File: config.mk
export PLATFORM = sky130hd
export DESIGN_NAME = tx_desc_buffer
export DESIGN_NICKNAME = d
export VERILOG_FILES = /design/src/rtl/tx_desc_pkg.sv /design/src/rtl/tx_desc_sdp_ram.sv /design/src/rtl/tx_desc_buffer.sv
export SDC_FILE = /design/constraint.sdc
export NUM_CORES = 2
export LEC_CHECK = 0
export CAP_MARGIN = 40
export CELL_PAD_IN_SITES_DETAIL_PLACEMENT = 1
export CELL_PAD_IN_SITES_GLOBAL_PLACEMENT = 2
export CORE_MARGIN = 2
export CORE_UTILIZATION = 30
export CTS_CLUSTER_SIZE = 20
export DETAILED_ROUTE_END_ITERATION = 8
export GPL_ROUTABILITY_DRIVEN = 0
export PLACE_DENSITY = 0.64
export SLEW_MARGIN = 20
export SYNTH_ARGS = -nofsm -noshare
export SYNTH_HDL_FRONTEND = slang
export SYNTH_SLANG_ARGS = --single-unit
export TNS_END_PERCENT = 1
File: constraint.sdc
create_clock -name CLK -period 5.41 [get_ports CLK]
set_input_delay 1.082 -clock CLK [delete_from_list [all_inputs] [get_ports CLK]]
set_output_delay 1.082 -clock CLK [all_outputs]
set_load 0.005 [all_outputs]
File: src/rtl/tx_desc_pkg.sv
// rtl/tx_desc_pkg.sv - shared widths, per-flow state type and pointer helper
package tx_desc_pkg;

  localparam int FLOWS_DEF      = 4;
  localparam int DEPTH_DEF      = 8;
  localparam int DATA_WIDTH_DEF = 64;

  localparam int FLOW_W = $clog2(FLOWS_DEF);
  localparam int PTR_W  = $clog2(DEPTH_DEF);
  localparam int CNT_W  = PTR_W + 1;

  // Sized for the largest legal DEPTH (64) so one type serves every build
  localparam int PTR_MAX_W = 6;
  localparam int CNT_MAX_W = PTR_MAX_W + 1;

  typedef struct packed {
    logic [PTR_MAX_W-1:0] wr_ptr;
    logic [PTR_MAX_W-1:0] rd_ptr;
    logic [CNT_MAX_W-1:0] cnt;
  } flow_state_t;

  function automatic logic [PTR_MAX_W-1:0] ptr_inc(input logic [PTR_MAX_W-1:0] p,
                                                   input int depth);
    return (p + PTR_MAX_W'(1)) & PTR_MAX_W'(depth - 1);
  endfunction

endpackage

File: src/rtl/tx_desc_sdp_ram.sv
// rtl/tx_desc_sdp_ram.sv - simple dual-port RAM, read-first, registered read port
module tx_desc_sdp_ram #(
  parameter int WIDTH = 64,
  parameter int WORDS = 32,
  localparam int AW   = $clog2(WORDS)
) (
  input  logic             CLK,
  input  logic             rst_n,
  input  logic             we,
  input  logic [AW-1:0]    waddr,
  input  logic [WIDTH-1:0] wdata,
  input  logic             re,
  input  logic [AW-1:0]    raddr,
  output logic [WIDTH-1:0] rdata
);

  logic [WIDTH-1:0] mem [WORDS];

  always_ff @(posedge CLK) begin
    if (we) mem[waddr] <= wdata;
  end

  // Output register holds its value between reads; only it is reset
  always_ff @(posedge CLK or negedge rst_n) begin
    if (!rst_n)  rdata <= '0;
    else if (re) rdata <= mem[raddr];
  end

endmodule

File: src/rtl/tx_desc_buffer.sv
// rtl/tx_desc_buffer.sv - per-flow circular descriptor queues in one shared RAM
module tx_desc_buffer
  import tx_desc_pkg::*;
#(
  parameter int FLOWS      = FLOWS_DEF,
  parameter int DEPTH      = DEPTH_DEF,
  parameter int DATA_WIDTH = DATA_WIDTH_DEF,
  parameter int REFILL_THR = 4
) (
  input  logic                     CLK,
  input  logic                     RESET,
  input  logic                     WR,
  input  logic [$clog2(FLOWS)-1:0] WR_ADDR,
  input  logic [DATA_WIDTH-1:0]    WR_DATA,
  output logic [FLOWS-1:0]         WR_FULL,
  output logic [FLOWS-1:0]         DESC_REQ,
  input  logic                     DESC_READ,
  input  logic [$clog2(FLOWS)-1:0] DESC_ADDR,
  output logic [DATA_WIDTH-1:0]    DESC_DO,
  output logic                     DESC_DO_VLD,
  output logic [FLOWS-1:0]         DESC_EMPTY,
  input  logic [FLOWS-1:0]         CLEAR,
  output logic                     OVERFLOW,
  output logic                     UNDERFLOW,
  input  logic                     ERR_CLR
);

  localparam int FW     = $clog2(FLOWS);
  localparam int PW     = $clog2(DEPTH);
  localparam int ADDR_W = FW + PW;

  flow_state_t st     [FLOWS];
  flow_state_t st_nxt [FLOWS];

  logic [FLOWS-1:0] empty, full, wr_sel, rd_sel;
  logic wr_hit, wr_ok, ovf_set;
  logic rd_hit, rd_ok, udf_set;
  logic [ADDR_W-1:0] waddr, raddr;

  // Flags derive from the registered counters, so they move one cycle after the event
  always_comb begin
    empty    = '0;
    full     = '0;
    DESC_REQ = '0;
    for (int i = 0; i < FLOWS; i++) begin
      empty[i]    = (st[i].cnt == '0);
      full[i]     = (st[i].cnt == CNT_MAX_W'(DEPTH));
      DESC_REQ[i] = (st[i].cnt <= CNT_MAX_W'(REFILL_THR)) && !CLEAR[i];
    end
  end

  assign DESC_EMPTY = empty;
  assign WR_FULL    = full;

  // A flow under CLEAR swallows its accesses without raising error flags
  always_comb begin
    wr_hit  = WR && !CLEAR[WR_ADDR];
    wr_ok   = wr_hit && !full[WR_ADDR];
    ovf_set = wr_hit && full[WR_ADDR];
    rd_hit  = DESC_READ && !CLEAR[DESC_ADDR];
    rd_ok   = rd_hit && !empty[DESC_ADDR];
    udf_set = rd_hit && empty[DESC_ADDR];
    for (int i = 0; i < FLOWS; i++) begin
      wr_sel[i] = wr_ok && (WR_ADDR == FW'(i));
      rd_sel[i] = rd_ok && (DESC_ADDR == FW'(i));
    end
  end

  always_comb begin
    for (int i = 0; i < FLOWS; i++) begin
      st_nxt[i] = st[i];
      if (CLEAR[i]) begin
        st_nxt[i] = '0;
      end else begin
        if (wr_sel[i]) st_nxt[i].wr_ptr = ptr_inc(st[i].wr_ptr, DEPTH);
        if (rd_sel[i]) st_nxt[i].rd_ptr = ptr_inc(st[i].rd_ptr, DEPTH);
        case ({wr_sel[i], rd_sel[i]})
          2'b10:   st_nxt[i].cnt = st[i].cnt + CNT_MAX_W'(1);
          2'b01:   st_nxt[i].cnt = st[i].cnt - CNT_MAX_W'(1);
          default: st_nxt[i].cnt = st[i].cnt;
        endcase
      end
    end
  end

  always_ff @(posedge CLK or negedge RESET) begin
    if (!RESET) begin
      for (int i = 0; i < FLOWS; i++) st[i] <= '0;
      DESC_DO_VLD <= 1'b0;
      OVERFLOW    <= 1'b0;
      UNDERFLOW   <= 1'b0;
    end else begin
      for (int i = 0; i < FLOWS; i++) st[i] <= st_nxt[i];
      DESC_DO_VLD <= rd_ok;
      OVERFLOW    <= ovf_set | (OVERFLOW  & ~ERR_CLR);
      UNDERFLOW   <= udf_set | (UNDERFLOW & ~ERR_CLR);
    end
  end

  // RAM word address is {flow, ptr}
  assign waddr = (ADDR_W'(WR_ADDR)   << PW) | ADDR_W'(st[WR_ADDR].wr_ptr);
  assign raddr = (ADDR_W'(DESC_ADDR) << PW) | ADDR_W'(st[DESC_ADDR].rd_ptr);

  tx_desc_sdp_ram #(
    .WIDTH (DATA_WIDTH),
    .WORDS (FLOWS * DEPTH)
  ) u_ram (
    .CLK   (CLK),
    .rst_n (RESET),
    .we    (wr_ok),
    .waddr (waddr),
    .wdata (WR_DATA),
    .re    (rd_ok),
    .raddr (raddr),
    .rdata (DESC_DO)
  );

endmodule

==> flow_summary.toml <==
[setup_path]
critPathCaptureType = "primary output"
cp_data_required_time_ns = 4.33
cp.arrival_ns = 3.09
cp-start-kind = "register"
crit_type = "register to primary output"
critPathMaxFanout = 9

[layout]
final.fill_count = 28439
nets = 5628
design_area_um2 = 100000
final_layout_size_suffix_gt1_share_pct = 12.0
syn_to_final_growth_pct = 18.4
utilization_pct = 35.6

[floorplanning]
fp.dieW_um = 536
pin_count = 156
die_height_um = 536
dieArea_um2 = 287000
core-area_um2 = 282000
rows = 195
start_util_pct = 30.1

[sta]
period_needed_ns = 4.17
holdWs_ns = 0.186
setup_violations = 0
max_slew.worst_pin.slew_ns = 1.06
finClkSkew_ns = 0.0845
fin_ws_ns = 1.24
hold_viol = 0
fin_crit_sh_pct = 77.1
rsz0062_at_grt = "false"
slew_viol_final = 0
tns_ns = 0
relSlewSlack_pct = 29.2
clock.fmax_mhz = 240

[clock_network]
clk_path_buf_depth = 4
cts_resized = 0
path_clk_slew_ns = 0.06
htreeDepth = 4
insertion_delay_ns = 0.92
cts_setup_buffers = 0
cts.sinks = 2167
holdBufCountCts = 0
root_buffer = "clkbuf_16"
cts_tree = "yes"
cts_made_buffers = 233

[global_route]
grt_use_total_pct = 19.2
grt_pass1_vias = 51224
grt_pass1_wl_um = 392000
grt_max_degree = 96
antenna_found_initial = 29
overflow = 0

[synth]
yosys.area.top_type_share_pct = 72.5
syn_nets = 5329
netlist_area_um2 = 84800
ys_seq_area_share_pct = 76.0
synthArstFlopShare_pct = 5.49
avgSynthCellArea_um2 = 16.2
synthTopCellsByArea = "edfxtp_1 (73%), mux2i_1 (8.5%), dfrtp_1 (3.5%)"
ys.flop_type = "edfxtp_1"
yosysWarnings = 0
synth_cell_type_count = 77
synth-seq-cells = 2167
synth_edf_count = 2048
postSynthCellCount = 5236
yosysTopAreaCell = "edfxtp_1"

[route]
first_pass_iters = 5
drt_wl_total_um = 281000
drc = 0
via_per_inst = 5.25
vias = 49685
detail-route-antenna-nets = 0
drtIter0Drc = 4896
wire_per_inst_um = 29.7

[run_status]
status = "complete, no violations"

[placed_design]
place_area_um2 = 93100
dp_hpwl_um = 145000
place_ws_ns = 0.508
io_buffers = 155

[flow_run]
cap_violations = 0

[power]
p_leak_uw = 0.0313
p_per_area_nw_per_um2 = 369
irDropWorstVdd_mv = 0.278

[min_path]
hp-class = "input port to asynchronous set/reset pin"
## power by group
| group | internal (uW) | total (uW) | switching [uW] |
|---|---|---|---|
| clock | 8710 | 15400 | 6660 |
| combinational | 1200 | 2590 | 1390 |
| sequential | 18700 | 19100 | 440 |
## path summary, 6_finish.rpt
check / startpoint / endpoint / slack [ns] / depth (start not counted)
max in group asynchronous: RESET / u_ram.rdata[4] / 3.96 / 2
max reg2reg: st[61] / st[63] / 1.78 / 11
min in group CLK: u_ram.rdata[61] / u_ram.rdata[61] / 0.52 / 1
min reg2reg: u_ram.rdata[61] / u_ram.rdata[61] / 0.52 / 1
min: RESET / u_ram.rdata[25] / 0.19 / 1
max: st[20] / DESC_EMPTY[2] / 1.24 / 3
## cells by family after synthesis
logic type | after synthesis | synth area share, %
multiplexers | 796 | 9.66
AND/OR/NAND/NOR | 1168 | 5.94
AO/OA/AOI/OAI | 717 | 5.99
adder cells (fa/ha/maj) | 16 | 0.236
flip-flops | 2167 | 76.0
XOR/XNOR | 33 | 0.341
buffers and inverters | 339 | 1.81
## per-stage QoR
step	power, uW	std cells
after floorplan	20300	5236
after global placement	22000	8975
after detailed placement	22100	9039
after CTS	37400	9457
after global routing	38100	9463
final	37100	9466
## cells in the final DEF, fill, tap and decap left out, drive strengths merged, types with 94 or more instances in the layout
cell type      count
a31oi            252
a22oi            190
edfxtp          2048
nand2            732
clkbuf           324
buf              235
nor2              94
nand3            198
clkdlybuf4s50    154
mux2i            721
dfrtp            119
## final cells by class
cell class | count | area (um^2) | share of cell area (%)
Antenna cell | 5 | 12.5 | 0.0125
Clock buffer | 322 | 6380 | 6.35
Clock inverter | 96 | 822 | 0.819
Inverter | 12 | 46.3 | 0.0461
Multi-Input combinational cell | 2730 | 19200 | 19.1
Sequential cell | 2167 | 64500 | 64.2
Tap cell | 3743 | 4680 | 4.66
Timing Repair Buffer | 391 | 4820 | 4.80
## state kept, by name (all words and copies together) (netlist names)
signal	flops
st	52
UNDERFLOW	1
DESC_DO_VLD	1
u_ram.mem	2048
u_ram.rdata	64
OVERFLOW	1
## Yosys cell counts, types with 13 or more instances
cell type and n:
o22a_1 60, a221oi_1 62, nand2_1 731, dfrtp_1 119, nor3_1 18, mux2i_1 721, nor2_1 93, o21ai_0 59
a22oi_1 190, buf_1 13, clkbuf_1 139, nand4_1 63, xor2_1 14, a31oi_1 252, a21oi_1 21, edfxtp_1 2048
nand3_1 198, o21ai_1 20, buf_2 164, mux2_2 63, xnor2_1 19, ha_1 16
## worst max-delay path, stage by stage, from the launching register on
cell and delay, ns:
dfrtp_1 0.48, or3_1 0.52, nor3_1 0.54, clkdlybuf4s50_1 0.62
## routing by layer
layer	track usage [%]	vias up	wire length, um
met4	4.81	22	6940
met2	31.6	1485	133000
met3	2.94	420	15800
li1	-	21042	-
met5	0	-	140
met1	26.5	26716	125000
Power figures use the tool's default switching activity.
